**src/rtl/result_tx_sequencer.sv**
```systemverilog
`default_nettype none
// ============================================================================
//  Module   : result_tx_sequencer
//  Purpose  : Streams inference results to a UART transmitter once inference
//             completes: the predicted digit byte first, then NUM_SCORE_BYTES
//             little-endian score bytes, one byte per tx_start/tx_busy
//             handshake. Owns the read ports of both result RAMs.
//  Ports    : clk, rst          - clock, asynchronous active-high reset
//             start             - readout request pulse (accepted in idle only)
//             busy, done        - stream in progress / one-cycle completion
//             digit_rd_addr     - digit RAM read address (always 0)
//             digit_rd_data     - digit RAM registered read data
//             score_rd_addr     - score RAM read address
//             score_rd_data     - score RAM registered read data
//             tx_data, tx_start - byte and request to the UART transmitter
//             tx_busy           - UART transmitter busy
//  Options  : RESULT_TX_CHECKSUM_EN - append an XOR checksum byte to the stream
//  Revision : 1.0 - initial release
// ============================================================================
module result_tx_sequencer #(
    parameter int NUM_SCORE_BYTES = 40,
    parameter int ADDR_W          = 6
) (
    input  logic              clk,
    input  logic              rst,
    input  logic              start,
    output logic              busy,
    output logic              done,
    output logic              digit_rd_addr,
    input  logic [7:0]        digit_rd_data,
    output logic [ADDR_W-1:0] score_rd_addr,
    input  logic [7:0]        score_rd_data,
    output logic [7:0]        tx_data,
    output logic              tx_start,
    input  logic              tx_busy
);

    localparam logic [2:0] c_S_IDLE     = 3'd0;
    localparam logic [2:0] c_S_SET_ADDR = 3'd1;
    localparam logic [2:0] c_S_WAIT_RD  = 3'd2;
    localparam logic [2:0] c_S_LOAD     = 3'd3;
    localparam logic [2:0] c_S_SEND     = 3'd4;
    localparam logic [2:0] c_S_WAIT_ACK = 3'd5;
    localparam logic [2:0] c_S_WAIT_TX  = 3'd6;
    localparam logic [2:0] c_S_FINISH   = 3'd7;

    // Counter value of the last score byte; one bit wider than the address
    // so that the digit slot (0) plus all score slots fit without wrapping.
    localparam logic [ADDR_W:0]   c_LAST_CNT = NUM_SCORE_BYTES[ADDR_W:0];
    localparam logic [ADDR_W:0]   c_CNT_ONE  = {{ADDR_W{1'b0}}, 1'b1};
    localparam logic [ADDR_W-1:0] c_ADDR_ONE = {{(ADDR_W-1){1'b0}}, 1'b1};

    logic [2:0]      r_state;
    logic [ADDR_W:0] r_cnt;

`ifdef RESULT_TX_CHECKSUM_EN
    logic [7:0]      r_csum;
    logic            r_csum_sent;
`endif

    // Only one digit byte exists, so its RAM is always read at address 0.
    assign digit_rd_addr = 1'b0;

    always_ff @(posedge clk or posedge rst) begin
        if (rst) begin
            r_state       <= c_S_IDLE;
            r_cnt         <= '0;
            busy          <= 1'b0;
            done          <= 1'b0;
            score_rd_addr <= '0;
            tx_data       <= '0;
            tx_start      <= 1'b0;
`ifdef RESULT_TX_CHECKSUM_EN
            r_csum        <= '0;
            r_csum_sent   <= 1'b0;
`endif
        end else begin
            // Single-cycle pulses fall back unless re-asserted below.
            done     <= 1'b0;
            tx_start <= 1'b0;

            case (r_state)
                c_S_IDLE: begin
                    if (start) begin
                        r_cnt         <= '0;
                        score_rd_addr <= '0;
                        busy          <= 1'b1;
                        r_state       <= c_S_SET_ADDR;
`ifdef RESULT_TX_CHECKSUM_EN
                        r_csum        <= '0;
                        r_csum_sent   <= 1'b0;
`endif
                    end
                end

                c_S_SET_ADDR: begin
                    // Slot 0 is the digit; slot k reads score byte k-1.
                    if (r_cnt != '0) begin
                        score_rd_addr <= r_cnt[ADDR_W-1:0] - c_ADDR_ONE;
                    end
                    r_state <= c_S_WAIT_RD;
                end

                // The RAM registers the address at the end of this cycle.
                c_S_WAIT_RD: r_state <= c_S_LOAD;

                c_S_LOAD: begin
                    tx_data <= (r_cnt == '0) ? digit_rd_data : score_rd_data;
                    r_state <= c_S_SEND;
                end

                c_S_SEND: begin
                    // Never launch on top of a transmission still in flight.
                    if (!tx_busy) begin
                        tx_start <= 1'b1;
                        r_state  <= c_S_WAIT_ACK;
`ifdef RESULT_TX_CHECKSUM_EN
                        r_csum   <= r_csum ^ tx_data;
`endif
                    end
                end

                c_S_WAIT_ACK: begin
                    if (tx_busy) begin
                        r_state <= c_S_WAIT_TX;
                    end
                end

                c_S_WAIT_TX: begin
                    if (!tx_busy) begin
                        if (r_cnt == c_LAST_CNT) begin
`ifdef RESULT_TX_CHECKSUM_EN
                            if (!r_csum_sent) begin
                                // Data byte already staged, go straight to SEND.
                                tx_data     <= r_csum;
                                r_csum_sent <= 1'b1;
                                r_state     <= c_S_SEND;
                            end else begin
                                r_state     <= c_S_FINISH;
                            end
`else
                            r_state <= c_S_FINISH;
`endif
                        end else begin
                            r_cnt   <= r_cnt + c_CNT_ONE;
                            r_state <= c_S_SET_ADDR;
                        end
                    end
                end

                c_S_FINISH: begin
                    done    <= 1'b1;
                    busy    <= 1'b0;
                    r_state <= c_S_IDLE;
                end

                default: r_state <= c_S_IDLE;
            endcase
        end
    end

endmodule
`default_nettype wire

```
**config.mk**
```make
export PLATFORM = sky130hd
export DESIGN_NAME = result_tx_sequencer
export DESIGN_NICKNAME = d
export VERILOG_FILES = /design/src/rtl/result_tx_sequencer.sv
export SDC_FILE = /design/constraint.sdc
export NUM_CORES = 1
export LEC_CHECK = 0
export ABC_AREA = 1
export CORE_MARGIN = 2
export CORE_UTILIZATION = 25
export CTS_CLUSTER_DIAMETER = 120
export DETAILED_ROUTE_END_ITERATION = 10
export GPL_TIMING_DRIVEN = 0
export SLEW_MARGIN = 25
export SYNTH_ARGS = -nofsm -noshare
export SYNTH_HDL_FRONTEND = slang
export SYNTH_SLANG_ARGS = --single-unit
```
**constraint.sdc**
```tcl
create_clock -name clk -period 1.85 [get_ports clk]
set_clock_uncertainty 0.05 [all_clocks]
set_input_delay 0.2775 -clock clk [delete_from_list [all_inputs] [get_ports clk]]
set_output_delay 0.2775 -clock clk [all_outputs]
set_load 0.1 [all_outputs]
```
==> summary.md, run 1 <==
| Metric | Value |
|---|---|
| Status | completed |
| Die area | 7042 µm² |
| WL met2 | 1744 µm |
| Gate Count Post-Synth | 215 |
| CTS Buffer Depth | 2 |
| Antenna-violating nets left | 0 |
| Core area | 6277 µm² |
| CTS tree | built |
| CP startpoint kind | flip-flop |
| GRT overflow | 0 |
| DRC viols | 0 |
| Leakage | 0.001047 µW |
| H-tree depth | 1 |
| Final setup viols | 0 |
| Top cell type's share of synthesized area | 42.32% |
| Total CTS buffers | 3 |
| Final cycle utilization of the critical path | 98.03% |
| RSZ-0062 raised after global routing | no |
| Kind of critical path | reg -> out |
| Share of layout cells above drive strength 1 | 13.95% |
| Fin util | 33.63% |
| Cell variety after synth | 25 |
| Clk Latency, worst-skew pair | 0.28 ns |
| Max-cap viol count | 0 |
| WP data required | 1.52 ns |
| Cell family with most CP delay | buffers and inverters |
| F_max | 0.5514 GHz |
| Largest cells by area after synthesis | dfrtp_1 42%, nand2_1 13%, nand3_1 8.8%, a21oi_1 6.9%, nor2_1 4.9% |
| Drt first pass iters | 4 |
| Crit path largest cell delay | 0.86 ns |
| Routability Congestion | 0.7497 |
| Crit Path Max Fanout | 2 |
| Via-per-instance ratio | 4.361 |
| Setup slack after layout | 0.03637 ns |
| CP bufs+invs | 1 |
| Largest area contributor in the netlist | dfrtp_1 |
| Diode count | 0 |
| Largest net degree at the start of global routing | 28 |
| CTS Root Cell | clkbuf_8 |
| IO buf count | 36 |
| Area growth from synthesis to final layout | 32.21% |
| Period minus WS final | 1.814 ns |
| Clk sinks | 27 |
| Via count | 1,461 |
| Antenna violations before repair | 0 |
| Die width | 83.92 µm |
| Vias in the first global route | 1,410 |
| Cts hold-fix bufs | 0 |
| Worst-path clk slew | 0.09 ns |
| Mapped Area | 1597 µm² |
| Fin. max-slew vios | 0 |
| HP Class | in -> async |
| GR Util All Layers | 11.00% |
| Post-Syn Nets | 237 |
| Seq/Total Area, Yosys | 42.32% |
| Global-route wire length before repair | 6361 µm |
| Worst slack, placed | 0.04437 ns |
| Setup TNS | 0 ns |
| M1 wire length | 1736 µm |
| Critical-path top delay cell | dlygate4sd2_1 |
| WL/cell | 10.99 µm |
| Placed insts | 328 |
| Crit path arrival time | 1.49 ns |
| Synth Warn # | 0 |
| Initial Utilization | 25.43% |
| Fin. Hold Viols | 0 |
| CP Cell Sequence | dlygate4sd2_1 |
| Worst VDD drop | 0.9625 mV |
| Rows | 29 |
| Max_slew headroom | 35.53% |
| Post-Layout Cell Count | 335 |
| IO Pins | 38 |
| Most frequent cells in the layout | 57 x nand2_1, 28 x nand3_1, 27 x dfrtp_1, 22 x a21oi_1, 21 x nor2_1 |
| First DRT Iteration DRCs | 59 |
| Die height | 83.92 µm |
| Hpwl dp | 2704 µm |
| Met3 routed WL | 135 µm |
| Nets | 281 |
| Post-Route WL | 3682 µm |
| CP endpoint kind | primary output |
| Number of synthesized register bits | 27 |
| Commonest non-fill, non-tap cell in the layout | nand2_1 |
| Uppermost layer routed | met4 |
| Power Total | 3829 µW |
| PD cells | 1814 nW/µm² |
| Syn Area/Cell | 7.426 µm² |
| Worst Tran Pin Value | 0.9709 ns |
worst paths after layout:
kind                                               from                           end  slack, ns  cells past startpoint
max                              tx_data[2]$_DFFE_PP0P_                    tx_data[2]       0.04                      1
min                                                 rst  score_rd_addr[1]$_DFFE_PP0P_       0.32                      2
max reg2reg                        r_cnt[0]$_DFFE_PP0P_  score_rd_addr[4]$_DFFE_PP0P_       0.18                      9
min reg2reg                score_rd_addr[2]$_DFFE_PP0P_  score_rd_addr[2]$_DFFE_PP0P_       0.44                      2
max in group asynchronous                           rst        tx_data[2]$_DFFE_PP0P_       1.05                      2
min in group clk           score_rd_addr[2]$_DFFE_PP0P_  score_rd_addr[2]$_DFFE_PP0P_       0.44                      2
where the power goes:
group / switching, µW / internal [µW]
combinational: 2000 / 569
clock: 189 / 155
sequential: 118 / 800
Yosys cell counts, drive strengths merged:
cell type  count
dfrtp         27
nor4           1
xor2           3
nand4          2
inv           25
nand2         64
nor3           2
nand3b         1
buf            7
conb           1
o21ai          4
nor2          24
nand3         29
a21oi         22
clkinv         1
ha             2
kinds of logic after synthesis:
logic type | after synthesis | synth area share (%)
simple gates | 123 | 36.52
buf+inv | 33 | 9.561
flops | 27 | 42.32
compound gates | 26 | 8.151
xor+xnor | 3 | 1.646
fa+ha+maj | 2 | 1.567
other cells | 1 | 0.2349
routing by layer:
metal / global-route usage (%) / vias up
met3: 2.275 / 5
met1: 13.82 / 667
li1: - / 766
met2: 18.18 / 23
met4: 4.839 / 0
met5: 0 / -
metrics by stage:
| step | instance area [µm²] | hold WS (ns) |
|---|---|---|
| final | 2111 | 0.3189 |
| after global routing | 2111 | 0.3807 |
| after CTS | 2077 | 0.3423 |
| after detailed placement | 2053 | 0.4148 |
| after global placement | 2053 | 0.4109 |
| after floorplan | 1597 | 0.2802 |
what timing repair did:
action,CTS,global route
gates cloned,0,0
buffers inserted,0,3
gates resized for setup,17,14
setup endpoints to repair,17,20
pin swaps,0,1
registers in the layout (all words and copies together) (netlist names):
register / cells
tx_data: 8
r_cnt: 7
score_rd_addr: 6
r_state: 3
busy: 1
done: 1
tx_start: 1
final cells by class:
class	count	area [µm²]
Tap cell	77	96.34
Buffer	7	50.05
Inverter	26	102.6
Sequential cell	27	675.6
Multi-Input combinational cell	155	768.2
Clock buffer	4	45.04
Timing Repair Buffer	39	372.9
Fill cell	635	4167
Power figures use the tool's default switching activity.
==> inputs of run 2 (changes only) <==
--- a/config.mk
+++ b/config.mk
@@ -7,10 +7,12 @@
 export LEC_CHECK = 0
 export ABC_AREA = 1
 export CORE_MARGIN = 2
-export CORE_UTILIZATION = 25
+export CORE_UTILIZATION = 49
 export CTS_CLUSTER_DIAMETER = 120
 export DETAILED_ROUTE_END_ITERATION = 10
 export GPL_TIMING_DRIVEN = 0
+export PLACE_DENSITY = 0.79
+export REMOVE_ABC_BUFFERS = 1
 export SLEW_MARGIN = 25
 export SYNTH_ARGS = -nofsm -noshare
 export SYNTH_HDL_FRONTEND = slang
==> run 2 against run 1 <==
  * Final cell count decreased by 11%
  * Register-to-register slack improved by 0.04 ns
  * Die area decreased by 47%
  * Count of clock-buffer cells in the layout unchanged
  * Sequential cell count unchanged
  * Global-route usage increased by 10 points
  * Routed wire length decreased by 3.1%
  * Utilization increased by 32 points
  * Critical endpoint is now score_rd_addr[2]$_DFFE_PP0P_
  * Largest cell class unchanged
  * Largest power group unchanged
==> summary.md, run 2 (synthesis gave the netlist of run 1 again) <==
| Metric | Value |
|---|---|
| Status | completed |
| Reg2reg end | score_rd_addr[2]$_DFFE_PP0P_ |
| PD cells | 1875 nW/µm² (+3.4%) |
| Antenna violations before repair | 0 (unchanged) |
| H-tree depth | 1 (unchanged) |
| Most frequent cells in the layout | 57 x nand2_1, 28 x nand3_1, 26 x dfrtp_1, 22 x a21oi_1, 21 x nor2_1 |
| Max_slew headroom | 62.94% (+27 points) |
| Hpwl dp | 2689 µm (-0.57%) |
| Area growth from synthesis to final layout | 25.94% |
| RSZ-0062 raised after global routing | no |
| Setup TNS | 0 ns (unchanged) |
| Drt first pass iters | 4 (unchanged) |
| Worst-path clk slew | 0.15 ns (+0.06 ns) |
| Final cycle utilization of the critical path | 88.05% (-10 points) |
| Leakage | 0.001000 µW (-4.5%) |
| CP endpoint kind | flip-flop |
| Core area | 3078 µm² (-51%) |
| Vias in the first global route | 1,386 (-1.7%) |
| Fin. Hold Viols | 0 (unchanged) |
| Die area | 3731 µm² (-47%) |
| Post-Route WL | 3567 µm (-3.1%) |
| Cts hold-fix bufs | 0 (unchanged) |
| Largest reg by FF count | tx_data |
| Max-cap viol count | 0 (unchanged) |
| Commonest non-fill, non-tap cell in the layout | nand2_1 |
| IO buf count | 36 (unchanged) |
| Worst-case reg-to-reg path depth | 7 (-2) |
| Worst VDD drop | 0.6710 mV (-30%) |
| Max reg flops | 8 (unchanged) |
| Routability Congestion | 0.8890 (+19%) |
| Fin. max-slew vios | 0 (unchanged) |
| Worst reg-to-reg setup slack | 0.22 ns (+0.04 ns) |
| Crit Path Max Fanout | 9 (+7) |
| Via-per-instance ratio | 4.939 (+13%) |
| Antenna-violating nets left | 0 (unchanged) |
| Clk Latency, worst-skew pair | 0.32 ns (+0.04 ns) |
| Die height | 61.08 µm (-27%) |
| Crit path arrival time | 1.85 ns (+0.36 ns) |
| Worst Tran Pin Value | 0.5552 ns (-0.4157 ns) |
| WP data required | 2.07 ns (+0.55 ns) |
| Period minus WS final | 1.629 ns (-0.1848 ns) |
| Global-route wire length before repair | 5947 µm (-6.5%) |
| F_max | 0.6139 GHz (+11%) |
| CP startpoint kind | flip-flop |
| Reg2reg start | r_cnt[4]$_DFFE_PP0P_ |
| HP Class | in -> async |
| Die width | 61.08 µm (-27%) |
| DRC viols | 0 (unchanged) |
| Fin util | 65.33% (+32 points) |
| Nets | 276 (-1.8%) |
| Initial Utilization | 51.87% (+26 points) |
| Final setup viols | 0 (unchanged) |
| Critical path endpoint | score_rd_addr[2]$_DFFE_PP0P_ |
| IO Pins | 38 (unchanged) |
| Clk sinks | 27 (unchanged) |
| Share of layout cells above drive strength 1 | 18.97% (+5.0 points) |
| Biggest regs | tx_data x8, r_cnt x7, score_rd_addr x6 |
| Rows | 20 (-31%) |
| CTS Buffer Depth | 2 (unchanged) |
| Largest net degree at the start of global routing | 28 (unchanged) |
| Diode count | 0 (unchanged) |
| WL/cell | 12.01 µm (+9.3%) |
| Total CTS buffers | 3 (unchanged) |
| Worst setup path startpoint | r_cnt[4]$_DFFE_PP0P_ |
| GR Util All Layers | 21.25% (+10 points) |
| Kind of critical path | reg -> reg |
| CTS tree | built |
| CTS Root Cell | clkbuf_4 |
| First DRT Iteration DRCs | 61 (+3.4%) |
| GRT overflow | 0 (unchanged) |
| Via count | 1,467 (+0.41%) |
==> run 2: cell count changes in the layout (fill, tap and decap cells not counted), moves of 2 or more <==
cell / previous run / this run
buf_2: 4 / 0
buf_6: 2 / 0
clkbuf_2: 1 / 6
clkbuf_4: 0 / 3
clkbuf_8: 3 / 0
clkdlybuf4s15_1: 12 / 0
clkdlybuf4s15_2: 0 / 11
dlygate4sd2_1: 4 / 0
==> run 2: stage by stage <==
step           hold WS (ns)  instance area [µm²]  total power, µW  setup WS, ns  cells
2_1_floorplan        0.2802                 1546             2943        0.3283    208
3_3_place_gp         0.4071                 1962             3497       0.06093    288
3_5_place_dp         0.4146                 1962             3540       0.03310    288
4_1_cts              0.4494                 1999             3730      0.002596    292
5_1_grt              0.2977                 2011             4008       0.02662    297
6_report             0.2461                 2011             3770        0.2211    297
==> run 2: timing repair <==
action	4_1_cts	5_1_grt
resized for setup	43	9
hold endpoints to repair	0	0
pin swaps	0	1
endpoints found under the setup margin	17	19
buffers inserted	0	5
==> run 2: layer usage <==
metal	part of all wire, %	global-route usage (%)	vias to the layer above	wire, µm
li1	-	-	760	-
met5	0	0	-	0
met3	4.3	3.361	4	153
met4	0.98	5.901	0	35
met1	46	27.64	666	1654
met2	48	36.78	37	1724
==> run 2: how the worst min path moves through the flow <==
stage                                   endpoint  cells after the start                    startpoint  slack (ns)
floorplan                       busy$_DFFE_PP0P_                      1                           rst        0.28
global placement    score_rd_addr[2]$_DFFE_PP0P_                      2  score_rd_addr[2]$_DFFE_PP0P_        0.41
detailed placement  score_rd_addr[5]$_DFFE_PP0P_                      2  score_rd_addr[5]$_DFFE_PP0P_        0.41
CTS                 score_rd_addr[5]$_DFFE_PP0P_                      2  score_rd_addr[5]$_DFFE_PP0P_        0.45
global route        score_rd_addr[0]$_DFFE_PP0P_                      2                           rst        0.30
finish              score_rd_addr[0]$_DFFE_PP0P_                      2                           rst        0.25
==> run 2: where the power goes <==
part | switching, µW | internal (µW) | leakage (µW) | total [µW]
Combinational | 1970 | 583 | 0.000645 | 2550
Clock | 175 | 84.5 | 0.0000150 | 259
Sequential | 157 | 801 | 0.000341 | 958
==> run 2: worst max-delay path: stages (launching register included) <==
cell	delay [ns]
dfrtp_1	0.52
nor3_4	0.47
nand2_4	0.17
nand2_4	0.11
nand2_4	0.07
clkinv_4	0.07
nand2_1	0.05
nand2_1	0.06
==> run 2: cell type report <==
type                    count  area, µm²
well taps                  44      55.05
fillers                   280       1067
flip-flops and latches     27      676.9
clock buffers               4      26.28
repair buffers             41      381.6
multi-input cells         155      768.2
inverters                  26      102.6
